**src/rtl/hwag_coil_sched_if.sv**
```systemverilog
// Bundle of angle-base, shadow-write, dwell and coil-drive signals for the
// four-channel coil scheduler.
interface hwag_coil_sched_if #(
    parameter int W  = 24,
    parameter int DW = 16
);
    logic          ena;
    logic [W-1:0]  angle;
    logic [3:0]    ch_en;
    logic          wr_en;
    logic [1:0]    wr_ch;
    logic          wr_sel;
    logic [W-1:0]  wr_data;
    logic [DW-1:0] max_dwell;
    logic [3:0]    fault_clr;
    logic [3:0]    out;
    logic [3:0]    fault;

    modport master (
        output ena, angle, ch_en, wr_en, wr_ch, wr_sel, wr_data, max_dwell, fault_clr,
        input  out, fault
    );

    modport slave (
        input  ena, angle, ch_en, wr_en, wr_ch, wr_sel, wr_data, max_dwell, fault_clr,
        output out, fault
    );
endinterface

```
**src/rtl/hwag_coil_sched.sv**
```systemverilog
// Four-channel angle-window coil scheduler: one shared window comparator
// served round-robin, per-channel FSM, dwell timeout with sticky fault.
//
// state | meaning
// IDLE  | channel disabled or angle base invalid, coil off
// SYNC  | active window loaded, waiting for angle to be outside it
// ARMED | outside the window, waiting for the window to open
// ON    | coil driven, dwell counter running
module hwag_coil_sched #(
    parameter int W  = 24,
    parameter int DW = 16
) (
    input logic clk,
    input logic rst,
    hwag_coil_sched_if.slave bus
);

    typedef enum logic [1:0] {IDLE, SYNC, ARMED, ON} state_t;

    state_t        state   [4];
    logic [W-1:0]  sh_on   [4];
    logic [W-1:0]  sh_off  [4];
    logic [W-1:0]  act_on  [4];
    logic [W-1:0]  act_off [4];
    logic [W-1:0]  ld_on   [4];
    logic [W-1:0]  ld_off  [4];
    logic [DW-1:0] dwell   [4];
    logic [DW-1:0] dwell_inc [4];
    logic [3:0]    timeout;
    logic [3:0]    fault_set;
    logic [3:0]    sel;
    logic [1:0]    ptr;
    logic [3:0]    out_q;
    logic [3:0]    fault_q;
    logic [W-1:0]  cmp_on;
    logic [W-1:0]  cmp_off;
    logic          in_win;

    assign sel = bus.ena ? (4'b0001 << ptr) : 4'b0000;

    // Shared comparator: only the channel under the pointer is evaluated.
    always_comb begin
        cmp_on  = act_on[ptr];
        cmp_off = act_off[ptr];
        if (cmp_on < cmp_off)
            in_win = (bus.angle >= cmp_on) && (bus.angle < cmp_off);
        else if (cmp_on > cmp_off)
            in_win = (bus.angle >= cmp_on) || (bus.angle < cmp_off);
        else
            in_win = 1'b0;
    end

    // A write landing on the same edge as a SYNC entry goes straight to the active copy.
    always_comb begin
        for (int i = 0; i < 4; i++) begin
            ld_on[i]  = sh_on[i];
            ld_off[i] = sh_off[i];
            if (bus.wr_en && (bus.wr_ch == 2'(i))) begin
                if (bus.wr_sel)
                    ld_off[i] = bus.wr_data;
                else
                    ld_on[i]  = bus.wr_data;
            end
            dwell_inc[i] = (&dwell[i]) ? dwell[i] : dwell[i] + DW'(1);
            timeout[i]   = (bus.max_dwell != '0) && (dwell_inc[i] >= bus.max_dwell);
            fault_set[i] = bus.ena && bus.ch_en[i] && (state[i] == ON) && timeout[i]
                           && !(sel[i] && !in_win);
        end
    end

    always_ff @(posedge clk or posedge rst) begin
        if (rst) begin
            for (int i = 0; i < 4; i++) begin
                sh_on[i]  <= '0;
                sh_off[i] <= '0;
            end
        end else if (bus.wr_en) begin
            if (bus.wr_sel)
                sh_off[bus.wr_ch] <= bus.wr_data;
            else
                sh_on[bus.wr_ch]  <= bus.wr_data;
        end
    end

    always_ff @(posedge clk or posedge rst) begin
        if (rst) begin
            ptr     <= '0;
            out_q   <= '0;
            fault_q <= '0;
            for (int i = 0; i < 4; i++) begin
                state[i]   <= IDLE;
                dwell[i]   <= '0;
                act_on[i]  <= '0;
                act_off[i] <= '0;
            end
        end else begin
            if (bus.ena)
                ptr <= ptr + 2'd1;
            fault_q <= (fault_q & ~bus.fault_clr) | fault_set;
            for (int i = 0; i < 4; i++) begin
                if (!bus.ena || !bus.ch_en[i]) begin
                    state[i] <= IDLE;
                    out_q[i] <= 1'b0;
                end else begin
                    case (state[i])
                        IDLE: begin
                            if (sel[i]) begin
                                state[i]   <= SYNC;
                                act_on[i]  <= ld_on[i];
                                act_off[i] <= ld_off[i];
                            end
                        end
                        SYNC: begin
                            if (sel[i] && !in_win)
                                state[i] <= ARMED;
                        end
                        ARMED: begin
                            if (sel[i] && in_win) begin
                                state[i] <= ON;
                                out_q[i] <= 1'b1;
                                dwell[i] <= '0;
                            end
                        end
                        ON: begin
                            dwell[i] <= dwell_inc[i];
                            // Normal end and timeout both re-sync; the timeout is
                            // not restricted to the selected cycle.
                            if ((sel[i] && !in_win) || timeout[i]) begin
                                state[i]   <= SYNC;
                                out_q[i]   <= 1'b0;
                                act_on[i]  <= ld_on[i];
                                act_off[i] <= ld_off[i];
                            end
                        end
                        default: begin
                            state[i] <= IDLE;
                            out_q[i] <= 1'b0;
                        end
                    endcase
                end
            end
        end
    end

    assign bus.out   = out_q;
    assign bus.fault = fault_q;

endmodule

```
**src/flat_wrapper.sv**
```systemverilog
// flat-port wrapper written by rule: the top's interface ports become plain ports
module hwag_coil_sched_flat 
#(
    parameter int W  = 24,
    parameter int DW = 16
)
  (clk, rst, bus_ena, bus_angle, bus_ch_en, bus_wr_en, bus_wr_ch, bus_wr_sel, bus_wr_data, bus_max_dwell, bus_fault_clr, bus_out, bus_fault);
  hwag_coil_sched_if #(.W(W), .DW(DW)) bus_i ();
  input logic clk;
  input logic rst;
  input wire logic [$bits(bus_i.ena)-1:0] bus_ena;
  input wire logic [$bits(bus_i.angle)-1:0] bus_angle;
  input wire logic [$bits(bus_i.ch_en)-1:0] bus_ch_en;
  input wire logic [$bits(bus_i.wr_en)-1:0] bus_wr_en;
  input wire logic [$bits(bus_i.wr_ch)-1:0] bus_wr_ch;
  input wire logic [$bits(bus_i.wr_sel)-1:0] bus_wr_sel;
  input wire logic [$bits(bus_i.wr_data)-1:0] bus_wr_data;
  input wire logic [$bits(bus_i.max_dwell)-1:0] bus_max_dwell;
  input wire logic [$bits(bus_i.fault_clr)-1:0] bus_fault_clr;
  output wire logic [$bits(bus_i.out)-1:0] bus_out;
  output wire logic [$bits(bus_i.fault)-1:0] bus_fault;
  assign bus_i.ena = bus_ena;
  assign bus_i.angle = bus_angle;
  assign bus_i.ch_en = bus_ch_en;
  assign bus_i.wr_en = bus_wr_en;
  assign bus_i.wr_ch = bus_wr_ch;
  assign bus_i.wr_sel = bus_wr_sel;
  assign bus_i.wr_data = bus_wr_data;
  assign bus_i.max_dwell = bus_max_dwell;
  assign bus_i.fault_clr = bus_fault_clr;
  assign bus_out = bus_i.out;
  assign bus_fault = bus_i.fault;
  hwag_coil_sched #(.W(W), .DW(DW)) u_core (.clk(clk), .rst(rst), .bus(bus_i));
endmodule
```
**config.mk**
```make
export PLATFORM = sky130hd
export DESIGN_NAME = hwag_coil_sched_flat
export DESIGN_NICKNAME = d
export VERILOG_FILES = /design/src/rtl/hwag_coil_sched_if.sv /design/src/rtl/hwag_coil_sched.sv /design/src/flat_wrapper.sv
export SDC_FILE = /design/constraint.sdc
export NUM_CORES = 1
export LEC_CHECK = 0
export BUFFER_PORTS_ARGS = -buffer_cell sky130_fd_sc_hd__buf_2
export CORE_ASPECT_RATIO = 0.9
export CORE_MARGIN = 2
export CORE_UTILIZATION = 35
export DETAILED_ROUTE_END_ITERATION = 8
export GPL_ROUTABILITY_DRIVEN = 0
export PLACE_DENSITY = 0.48
export SYNTH_ARGS = -nofsm -noshare
export SYNTH_HDL_FRONTEND = slang
export SYNTH_SLANG_ARGS = --single-unit
```
**constraint.sdc**
```tcl
create_clock -name clk -period 47 [get_ports clk]
set_input_delay 9.4 -clock clk [delete_from_list [all_inputs] [get_ports clk]]
set_output_delay 9.4 -clock clk [all_outputs]
set_load 0.05 [all_outputs]
```
==> results.md <==
- Post-Synthesis Cells: between 1500 and 2000
- Row cnt: between 90 and 100
- Placed wire-length estimate: around 40 mm
- Clock sinks: 466
- Fillers: 6501
- Ys Warns: 0
- Max Freq: around 0.074 GHz
- Post-CTS Setup Bufs: 0
- Critical-path top delay cell: a31oi_4
- Initial antenna violation count: 4
- First-pass GRT wire length: a little under 100 mm
- Ys flop type: dfrtp_1
- CTS tree: done
- Post-synth top area share: 0.4845
- Fraction of registers with async set/reset: 1.000
- Nets: approximately 2200
- Via-to-Cell Ratio: 5.276
- Synth cell types: between 70 and 80
- Worst slew margin: 0.1256
- Final hold violations: 0
- Outcome: complete, no violations
- Crit path launch type: primary input
- Power Dens Cells: approximately 60 nW/um^2
- GRT Total Usage: 0.1774
- Clock root buffer: clkbuf_16
- Clock transition at the registers of the reported paths: 0.06 ns
- Final Cycle Share: 0.2884
- Hold Path Sink: u_core.act_off[27]
- Post-CTS Hold Buffers: 0
- DR pass1 iterations: 5
- Avg Cell Area, Syn: approximately 13 um^2
- Setup Viol. Count Final: 0
- Chip width: around 280 um
- Place WS: between 30 and 40 ns
- Crit path launch: bus_angle[23]
- # resized after CTS: 0
- Max stage delay on crit path: approximately 0.86 ns
- Worst setup EP type: flop
- Maxcap violations: 0
- Crit path time final: approximately 14 ns
- Worst R2R End: u_core.act_on[77]
- Yosys top cell by area: dfrtp_1
- Max Slew Vio Count: 0
- VDD IR max: approximately 0.028 mV
- DR WL/cell: between 20 and 25 um
- Drt total wl: just over 60 mm
- Layout area overhead: 13.72%
- Hold WC Path Type: flop to flop
- GR Overflow Total: 0
- Yosys reg bits: 466
- Num CTS Buffers: between 50 and 60
- Via count: around 15000
- PortBufs: 86
- Post-synthesis sequential area ratio: 0.4845
- Measured slew at the worst slew-check pin: around 1.3 ns
- Pin count of the biggest net entering global routing: roughly 160
- Layout Skew: 0.03472 ns
- Crit path kind: primary input to flop
- Io pins: 87
- Share of post-route cells with drive strength above 1: 0.3151
- Core area: between 60000 and 70000 um^2
- H-tree depth: 2
- Vias in the first global route: about 16000
- Hold depth: 1
- Clock Path Buffers: 3
- Syn Nets: between 2000 and 2500
- Worst hold slack: slightly below 0.5 ns
- Critical Path, Cell by Cell: buf_2 -> ha_1 -> nand4_1 -> nor4_1 -> a221oi_1 -> o21ai_0 -> nor3_1 -> a21oi_4 -> nor2_2 -> nand3_2 -> a31oi_4 -> buf_4 -> mux2_2
- Die outline height: 252.8 um
- Worst-case reg-to-reg path depth: 15
- WP data required: 47.48 ns
- # DRC: 0
- Hold wc startpoint: u_core.act_off[27]
- Pleak: 12.23 nW
- Setup TNS: 0 ns
- Initial Util: 0.3523
- RSZ-0062 raised after global routing: no
- DR iter-0 viols: approximately 750
- EDFF count, synth: 0
- Tot Pwr: 1.613 mW
- DIE AREA: roughly 70000 um^2
- Skew-Pair Late Insertion Delay: between 0.6 and 0.7 ns
- Post-route ant nets: 0
- Worst r2r src: u_core.ptr[0]
- Mapped cell area: 24070 um^2
- Worst R2R Setup Slack: about 40 ns
- CP Max Fanout: 29
- Worst Path Arrival: 14.04 ns
- Ranking of synthesized cells by area: dfrtp_1, mux2_2, ha_1
- Final worst slack: around 33 ns
==> area by class of cell <==
cell class | instances | area [um^2] | share of cell area
diodes | 1 | 2.502 | 0.00009142
clock buffers | 74 | 1545 | 0.05645
clock inverters | 25 | 327.8 | 0.01198
inverters | 108 | 412.9 | 0.01508
multi-input cells | 1262 | 11700 | 0.4273
flip-flops and latches | 466 | 11670 | 0.4263
well taps | 883 | 1105 | 0.04036
repair buffers | 109 | 615.6 | 0.02249
==> critical path, delay by kind of cell <==
family,cells,cell delay (ns)
compound gates,4,1.73
simple gates,5,1.50
buf+inv,2,0.68
mux,1,0.40
fa+ha+maj,1,0.31
==> state kept, by name, indices dropped and copies added, names as in the netlist <==
name              cells
u_core.act_off       96
u_core.act_on        96
u_core.bus.fault      4
u_core.bus.out        4
u_core.dwell         64
u_core.ptr            2
u_core.sh_off        96
u_core.sh_on         96
u_core.state          8
==> power by group <==
group          internal (mW)  total (mW)  switching, mW
sequential             0.522       0.586         0.0639
combinational          0.286       0.590          0.304
clock                  0.259       0.437          0.178
==> placed cells by master, fill, tap and decap left out, types with 8 or more instances in the layout <==
cell	Yosys	routed
nor2_1	58	58
ha_1	162	162
xor2_1	12	12
mux4_2	48	48
a22o_1	28	28
o21ai_0	66	65
and3_1	15	15
a31oi_1	14	13
inv_1	108	107
buf_4	5	22
nor2b_1	11	11
mux2_2	347	347
o31ai_1	12	12
clkbuf_16	0	53
xnor2_1	29	29
nand2b_1	14	14
a21o_1	23	23
nor4_1	9	9
a21oi_1	62	62
nor3_1	23	21
a211oi_1	12	12
mux2i_1	8	8
o211ai_1	8	8
clkbuf_8	0	14
mux2_4	20	20
mux2_1	19	19
clkinv_2	0	13
and2_1	10	10
o21a_1	9	9
nand3_1	46	46
dfrtp_1	466	464
nand4_1	31	31
nand2_1	73	73
buf_2	14	86
==> cell families (layout without fill, tap and decap cells) <==
group	Yosys count	count (layout)	share of synthesized area
flops	466	466	0.4845
mux	442	442	0.2319
simple gates	325	325	0.07012
compound gates	292	292	0.08198
buf+inv	186	316	0.03238
fa+ha+maj	162	162	0.08421
xor+xnor	41	41	0.01492
other cells	0	1	0
==> per-layer routing <==
metal  up-vias  share of wire  track usage
met3        95          0.034      0.02814
met5         -        0.00042            0
li1       7198              -            -
met4         4          0.032      0.06264
met1      7930           0.48       0.2464
met2       221           0.46       0.2811
==> per-stage QoR <==
step | utilization | instances | cell area, um^2
2_1_floorplan | - | 1914 | 24070
3_3_place_gp | 0.3732 | 2828 | 25500
3_5_place_dp | 0.3732 | 2828 | 25500
4_1_cts | 0.4006 | 2927 | 27370
5_1_grt | 0.4007 | 2928 | 27370
6_report | 0.4007 | 2928 | 27370
==> synth_stat cells (all sizes together), types with 4 or more instances <==
cell    count
nand2      73
and4        7
nand2b     14
mux4       48
o21a        9
xnor2      29
a31oi      14
nor2       59
a21oi      63
buf        32
o41ai       5
a21boi      4
and2       11
nand3b      4
xor2       12
a41oi       7
a21o       23
mux2      386
a211oi     13
nor3       23
clkbuf     46
ha        162
inv       108
o31ai      13
or2         7
nor4        9
o21ai      68
dfrtp     466
nor2b      11
nor3b       6
nand4      31
a22o       28
mux2i       8
nand3      48
o211ai      8
a32o        7
o21bai      5
and3       15
==> worst max-delay path by stage <==
| stage | to |
|---|---|
| after floorplan | u_core.act_off[0] |
| after global placement | u_core.act_off[90] |
| after detailed placement | u_core.act_on[90] |
| after CTS | u_core.act_on[77] |
| after global routing | u_core.act_on[74] |
| final | u_core.act_on[77] |
Power figures use the tool's default switching activity.
